--- src/rtl/dpm_fifo_ctrl_if.sv ---
// Controller/peripheral connection for a dual-port memory with a one-cycle
// registered read port.
interface DualPortMem_If #(
    parameter int unsigned DataWidth = 32,
    parameter int unsigned AddrWidth = 10
) ();
    logic                 clk;
    logic                 w_enable;
    logic [AddrWidth-1:0] w_addr;
    logic [DataWidth-1:0] w_data;
    logic [AddrWidth-1:0] r_addr;
    logic [DataWidth-1:0] r_data;

    modport ctrl (
        output clk, w_enable, w_addr, w_data, r_addr,
        input  r_data
    );

    modport prph (
        input  clk, w_enable, w_addr, w_data, r_addr,
        output r_data
    );
endinterface

--- src/rtl/dpm_fifo_ctrl.sv ---
// Synchronous valid/ready FIFO built on a dual-port memory; a 2-entry output
// stage hides the registered read latency so a ready consumer gets one word per clock.
module dpm_fifo_ctrl #(
    parameter int unsigned DataWidth  = 32,
    parameter int unsigned AddrWidth  = 10,
    parameter int unsigned Depth      = 1024,
    parameter int unsigned BottomAddr = 0
) (
    input  logic                 clk,
    input  logic                 rst,
    input  logic                 in_valid,
    output logic                 in_ready,
    input  logic [DataWidth-1:0] in_data,
    output logic                 out_valid,
    input  logic                 out_ready,
    output logic [DataWidth-1:0] out_data,
    output logic [AddrWidth+1:0] level,
    DualPortMem_If.ctrl          dpm_if
);
    localparam logic [AddrWidth-1:0] FirstAddr = AddrWidth'(BottomAddr);
    localparam logic [AddrWidth-1:0] LastAddr  = AddrWidth'(BottomAddr + Depth - 1);
    localparam logic [AddrWidth:0]   DepthCnt  = (AddrWidth+1)'(Depth);

    logic [AddrWidth-1:0] wr_ptr;
    logic [AddrWidth-1:0] rd_ptr;
    logic [AddrWidth:0]   mem_count;
    logic                 inflight;
    logic [1:0]           occ;
    logic [1:0]           occ_n;
    logic [DataWidth-1:0] head;
    logic [DataWidth-1:0] head_n;
    logic [DataWidth-1:0] tail;
    logic [DataWidth-1:0] tail_n;
    logic [AddrWidth+1:0] level_q;
    logic                 push;
    logic                 pop;
    logic                 fetch;
    logic [1:0]           slots_used;

    assign in_ready   = !rst && (mem_count < DepthCnt);
    assign push       = in_valid && in_ready;
    assign out_valid  = (occ != 2'd0);
    assign pop        = out_valid && out_ready;
    assign out_data   = head;
    assign level      = level_q;

    // A read already in flight reserves a stage slot; a pop this cycle frees one.
    assign slots_used = occ + {1'b0, inflight};
    assign fetch      = (mem_count != '0) && ((slots_used < 2'd2) || pop);

    assign dpm_if.clk      = clk;
    assign dpm_if.w_enable = push;
    assign dpm_if.w_addr   = wr_ptr;
    assign dpm_if.w_data   = in_data;
    assign dpm_if.r_addr   = rd_ptr;

    // Shift on pop first, then land the returning read in the first free entry.
    always_comb begin
        head_n = head;
        tail_n = tail;
        occ_n  = occ;
        if (pop) begin
            head_n = tail;
            occ_n  = occ - 2'd1;
        end
        if (inflight) begin
            if (occ_n == 2'd0) begin
                head_n = dpm_if.r_data;
            end else begin
                tail_n = dpm_if.r_data;
            end
            occ_n = occ_n + 2'd1;
        end
    end

    always_ff @(posedge clk or posedge rst) begin
        if (rst) begin
            wr_ptr    <= FirstAddr;
            rd_ptr    <= FirstAddr;
            mem_count <= '0;
            inflight  <= 1'b0;
            occ       <= '0;
            head      <= '0;
            tail      <= '0;
            level_q   <= '0;
        end else begin
            occ      <= occ_n;
            head     <= head_n;
            tail     <= tail_n;
            inflight <= fetch;

            if (push) begin
                wr_ptr <= (wr_ptr == LastAddr) ? FirstAddr : wr_ptr + 1'b1;
            end
            if (fetch) begin
                rd_ptr <= (rd_ptr == LastAddr) ? FirstAddr : rd_ptr + 1'b1;
            end

            if (push && !fetch) begin
                mem_count <= mem_count + 1'b1;
            end else if (fetch && !push) begin
                mem_count <= mem_count - 1'b1;
            end

            if (push && !pop) begin
                level_q <= level_q + 1'b1;
            end else if (pop && !push) begin
                level_q <= level_q - 1'b1;
            end
        end
    end
endmodule

--- src/flat_wrapper.sv ---
// flat-port wrapper written by rule: the top's interface ports become plain ports
module dpm_fifo_ctrl_flat 
#(
    parameter int unsigned DataWidth  = 32,
    parameter int unsigned AddrWidth  = 10,
    parameter int unsigned Depth      = 1024,
    parameter int unsigned BottomAddr = 0
)
  (clk, rst, in_valid, in_ready, in_data, out_valid, out_ready, out_data, level, dpm_if_clk, dpm_if_w_enable, dpm_if_w_addr, dpm_if_w_data, dpm_if_r_addr, dpm_if_r_data);
  DualPortMem_If #(.DataWidth(DataWidth), .AddrWidth(AddrWidth)) dpm_if_i ();
  input  logic clk;
  input  logic rst;
  input  logic in_valid;
  output logic in_ready;
  input  logic [DataWidth-1:0] in_data;
  output logic out_valid;
  input  logic out_ready;
  output logic [DataWidth-1:0] out_data;
  output logic [AddrWidth+1:0] level;
  output wire logic [$bits(dpm_if_i.clk)-1:0] dpm_if_clk;
  output wire logic [$bits(dpm_if_i.w_enable)-1:0] dpm_if_w_enable;
  output wire logic [$bits(dpm_if_i.w_addr)-1:0] dpm_if_w_addr;
  output wire logic [$bits(dpm_if_i.w_data)-1:0] dpm_if_w_data;
  output wire logic [$bits(dpm_if_i.r_addr)-1:0] dpm_if_r_addr;
  input wire logic [$bits(dpm_if_i.r_data)-1:0] dpm_if_r_data;
  assign dpm_if_clk = dpm_if_i.clk;
  assign dpm_if_w_enable = dpm_if_i.w_enable;
  assign dpm_if_w_addr = dpm_if_i.w_addr;
  assign dpm_if_w_data = dpm_if_i.w_data;
  assign dpm_if_r_addr = dpm_if_i.r_addr;
  assign dpm_if_i.r_data = dpm_if_r_data;
  dpm_fifo_ctrl #(.DataWidth(DataWidth), .AddrWidth(AddrWidth), .Depth(Depth), .BottomAddr(BottomAddr)) u_core (.clk(clk), .rst(rst), .in_valid(in_valid), .in_ready(in_ready), .in_data(in_data), .out_valid(out_valid), .out_ready(out_ready), .out_data(out_data), .level(level), .dpm_if(dpm_if_i));
endmodule
--- config.mk ---
export PLATFORM = sky130hd
export DESIGN_NAME = dpm_fifo_ctrl_flat
export DESIGN_NICKNAME = d
export VERILOG_FILES = /design/src/rtl/dpm_fifo_ctrl_if.sv /design/src/rtl/dpm_fifo_ctrl.sv /design/src/flat_wrapper.sv
export SDC_FILE = /design/constraint.sdc
export NUM_CORES = 1
export LEC_CHECK = 0
export ABC_AREA = 1
export CORE_MARGIN = 3
export CORE_UTILIZATION = 40
export CTS_CLUSTER_SIZE = 24
export DETAILED_ROUTE_END_ITERATION = 10
export PLACE_DENSITY = 0.79
export SKIP_CTS_REPAIR_TIMING = 1
export SLEW_MARGIN = 5
export SYNTH_ARGS = -nofsm -noshare
export SYNTH_HDL_FRONTEND = slang
export SYNTH_SLANG_ARGS = --single-unit
--- constraint.sdc ---
create_clock -name clk -period 9.9 [get_ports clk]
set_clock_uncertainty 0.2 [all_clocks]
set_input_delay 2.97 -clock clk [delete_from_list [all_inputs] [get_ports clk]]
set_output_delay 2.97 -clock clk [all_outputs]
set_load 0.03 [all_outputs]
# Word level (Yosys, flattened, before mapping)
# Index checks and enable logic that the tools add are counted.
# classes
n_eq_ne	2
n_mux	11
reduce_logical	19
order_cmp	2
shifts	0
n_bitwise	1
add_sub_neg	9
div	0
n_mul	0
# op_table
op	n
32-bit two-way mux	3
12-bit two-way mux	2
11-bit two-way mux	2
10-bit by 1-bit adder with 10-bit output (second input constant)	2
10-bit equality test (second input constant)	2
10-bit two-way mux	2
12-bit by 1-bit adder with 12-bit output (second input constant)	1
12-bit by 1-bit subtractor with 12-bit output (second input constant)	1
11-bit by 1-bit adder with 11-bit output (second input constant)	1
11-bit less-than comparator (second input constant)	1
11-bit nonzero test	1
11-bit by 1-bit subtractor with 11-bit output (second input constant)	1
1-bit logical AND	8
2-bit nonzero test	3
1-bit logical NOT	4
2-bit two-way mux	2
2-bit by 1-bit adder with 2-bit output	1
2-bit by 1-bit adder with 2-bit output (second input constant)	1
2-bit logical NOT	1
2-bit less-than comparator (second input constant)	1
2-bit AND reduction	1
2-bit by 1-bit subtractor with 2-bit output (second input constant)	1
1-bit logical OR	1
1-bit inverter	1
# word_totals
regBits	110
latchBits	0
in_bits	68
word_cells	52
n_memories	0
romBits	0
ram_bits	0

# Logic depth before layout (Yosys ltp)
# depth
ltp_word	7
ltp_mapped	19
ltp_nobuf	18

==> results by stage <==
Logic synthesis:
- The async set-or-reset flop fraction in the synthesized netlist is 100%.
- The fraction of synthesized area in multiplexers is 0.680%.
- Sorting the synthesized cells by area gives the leading types as dfrtp_1 45%, nand2_1 12%, o21ai_0 6.8%.
- The portion of synthesized cell area occupied by the leading cell type is 45.3%.
- The main combinational cell family by area after synthesis is simple AND/OR/NAND/NOR gates.
- Synthesis inferred 110 register bits.
- The number of different library cells used by synthesis comes to 33.
- The post-synthesis cell type with the largest combined area is dfrtp_1.
- The dominant synthesized flop cell is dfrtp_1.
- In the synthesized netlist, the cells that appear most often are 193 x nand2_1, 110 x dfrtp_1, 83 x o21ai_0, 80 x inv_1, 80 x nor2_1.
- The post-synthesis area per instance is 7.89 um2.
- The number of nets in the synthesized netlist is 864.
- The fraction of the mapped netlist area in compound gates is 12.1%.
- The share of the Yosys chip area taken by registers is 45.3%.
- After synthesis the cells add up to 6070 um2.
- The gate count of the mapped netlist is 769.
- Yosys instantiated no cell more often than nand2_1.
- The number of enable flip-flop cells after synthesis is 0.
- The synthesized-area fraction occupied by adder cells is 5.81%.
- The share of the synthesized netlist area taken by xor and xnor gates is 2.60%.
- The share of synthesized cell area in and, or, nand and nor gates is 22.7%.
- For this run, the number of Yosys warnings is 0.

Layout:
- The multi-input combinational cells in the finished layout cover a total of 2660 um2.
- Summing all flip-flop and latch instances after layout gives 2750 um2.
- The number of diodes added for antenna fixing is 0.
- After routing the design area is 7360 um2.
- The number of inserted filler cells in the final layout is 1369.
- The area growth from synthesis to final layout is 21.3%.
- The final layout net count is 928.
- Of the cells placed in the final design, the portion with a size suffix greater than 1 is 4.18%.

Worst setup path:
- The maximum cell stage delay along the critical path is 0.58 ns.
- At the worst endpoint, the required time is 6.73 ns.
- The critical path's most frequent cell is clkbuf_16.
- The setup slack on the worst flop-to-flop path is 6.12 ns.
- The sort of element at the end of the critical path is a primary output.
- The family of cells with the greatest summed delay on the critical path is buffers and inverters.
- STA classifies the critical path startpoint as a clock port.
- The buffering stage count on the worst path with inverters included is 3.
- The classification of the worst setup path is clk -> out.
- The slowest cell on the critical path is clkdlybuf4s50_1.
- The endpoint identified for the worst register-to-register timing path is u_core.mem_count[6]$_DFFE_PP0P_.
- The worst-case reg-to-reg path depth is 16.
- In this run the critical register-to-register path is launched from u_core.occ[0]$_DFF_PP0_.
- The critical path goes through clkbuf_16 -> clkbuf_16 -> clkdlybuf4s50_1.
- The peak fanout along the critical path is 2.
- At the worst endpoint, the arrival time is 5.77 ns.

Place:
- The final weighted congestion of routability-driven global placement is 0.875.
- Port buffering added 103 buffers.
- The post-DP HPWL is 9270 um.
- The total cell area at the placement stage is 7010 um2.

Timing:
- The total count of max-transition violations in the final report is 0.
- The pin slew with the least headroom to its limit is 1.04 ns.
- The number of endpoints with negative hold slack in the final report is 0.
- Setup repair after global routing left no endpoint under its margin.
- The worst-case hold slack is 0.291 ns.
- Setup total negative slack on the finished layout was measured at 0 ns.
- Measured against its own limit, the worst slew margin works out to 30.3%.
- The count of endpoints failing setup in the final report is 0.

Pwr:
- For this design the ratio of total power to cell area is 388 nW/um2.
- The worst-case IR drop observed on VDD is 0.000201 V.
- The leakage power summed over all cells is 3.54 nW.

Run:
- The max-capacitance violation count is 0.

Global route:
- The number of global-route vias before repair came to 4788.
- Entering global routing, the biggest net connects 65 pins.
- The initial antenna violation count came to 0.
- Summed over all layers, the global routing overflow is 0.
- The global-route wire length before repair is 23300 um.
- Across every metal layer, demand over resource in global routing totals 17.2%.

Die:
- The total area inside the core boundary comes to 14700 um2.
- The horizontal extent of the die is 129 um.
- The vertical extent of the die is 129 um.
- The number of placement rows is 44.
- The die outline area is 16700 um2.
- The initial utilization of the core area, before any placement, comes to 41.3%.
- The number of top-level pins is 168.

Route:
- The first routing iteration left 485 violations.
- The post-detailed-route via-to-cell ratio is 5.03.
- Before antenna repair, the detailed router went through 5 iterations.
- For this run, design rule violations remaining after detail routing come to 0.
- The total wirelength of the detailed-routed design is 13900 um.
- The routed via count is 5140.
- The remaining antenna violation count is 0.
- The routed wire length per instance is 13.6 um.

Outcome:
- The flow ran to the end, and the final reports show no timing, DRC or antenna violations.

CTS:
- The clock input transition at the sequential cells of the worst setup and hold paths is 0.07 ns.
- TritonCTS built the clock tree.
- The clock insertion delay at the later pin of the skew report is 0.46 ns.

Min path:
- The worst hold path terminates at u_core.tail[30]$_DFFE_PP0P_.
- The class of the most critical hold timing path is reg -> reg.
- The worst hold path was traced through 2 stages.
- The startpoint identified for the worst hold timing path is u_core.tail[30]$_DFFE_PP0P_.
how the worst max path moves through the flow:
stage | depth (start not counted) | slack [ns] | from | to
after floorplan | 1 | 1.64 | clk | dpm_if_clk
after global placement | 1 | 1.22 | clk | dpm_if_clk
after detailed placement | 1 | 1.22 | clk | dpm_if_clk
after CTS | 3 | 0.95 | clk | dpm_if_clk
after global routing | 3 | 0.95 | clk | dpm_if_clk
final | 3 | 0.96 | clk | dpm_if_clk
power by group:
group	internal, mW	switching [mW]	total, mW
registers	0.674	0.153	0.827
clock network	0.233	0.197	0.429
logic	0.604	0.998	1.60
total	1.51	1.35	2.86
metrics by stage:
step	instances	setup WS (ns)	util [%]	total power [mW]
floorplan	769	1.64	-	1.99
global placement	1003	1.22	47.7	2.40
detailed placement	1003	1.22	47.7	2.44
CTS	1021	0.950	50.1	2.88
global route	1021	0.946	50.1	3.12
finish	1021	0.956	50.1	2.86
logic make-up after synthesis:
logic type | Yosys count
and+or+nand+nor | 337
buffers and inverters | 138
AOI/OAI and AO/OA | 136
DFF | 110
adders and majority gates | 27
xor gates and xnor gates | 18
muxes | 3
per-layer routing:
layer  wire [um]  vias to the layer above  share of wire [%]  track usage [%]
li1            -                     2593                  -                -
met3         659                       17                4.8             3.05
met5           0                        -                  0                0
met2        6520                      149                 47             26.9
met1        6480                     2381                 47             23.9
met4         208                        0                1.5             6.55
worst register-to-register path: stages, from the launching register on:
cell and delay (ns):
dfrtp_1 0.42, inv_1 0.09, ha_1 0.14, inv_1 0.07, nand2_2 0.62, nand3_1 0.29
nand2_4 0.25, ha_1 0.22, inv_1 0.20, ha_1 0.45, nand2_1 0.11, nor2_1 0.17
nand2_1 0.10, nand3_1 0.12, a21oi_1 0.08, o21ai_0 0.10, nand2_1 0.06
cells in the final DEF (no fill, tap or decap):
cell type and n:
nand2_1 192, dfrtp_1 110, clkdlybuf4s50_1 103, o21ai_0 83, nor2_1 80, inv_1 79
nand3_1 45, o22ai_1 29, ha_1 25, a21oi_1 15, xor2_1 14, clkbuf_16 12
nand4_1 7, a31oi_1 6, or2_2 4, xnor2_1 4, clkinvlp_4 3, clkinv_1 2
nor2_2 2, nand2_2 2, o21bai_1 2, mux2_4 2, fa_1 2, buf_4 2
inv_2 1, nor4_1 1, or2_1 1, nor3_2 1, a21boi_0 1, nand2_4 1
inv_4 1, nor3_1 1, mux2_2 1, inv_8 1, clkinv_8 1, inv_6 1
registers in the layout, indices dropped and copies added, names as in the netlist:
| register | flops |
|---|---|
| u_core.dpm_if.r_addr | 10 |
| u_core.dpm_if.w_addr | 10 |
| u_core.inflight | 1 |
| u_core.level | 12 |
| u_core.mem_count | 11 |
| u_core.occ | 2 |
| u_core.out_data | 32 |
| u_core.tail | 32 |
final cells by class:
cell class | count | share of cell area (%)
inverter | 83 | 4.26
timing repair buffer | 104 | 14.1
clock inverter | 6 | 0.799
tap | 184 | 3.13
sequential | 110 | 37.4
multi-input combinational | 521 | 36.2
clock buffer | 13 | 4.21
Note: power is estimated with default switching activity, not from simulation.
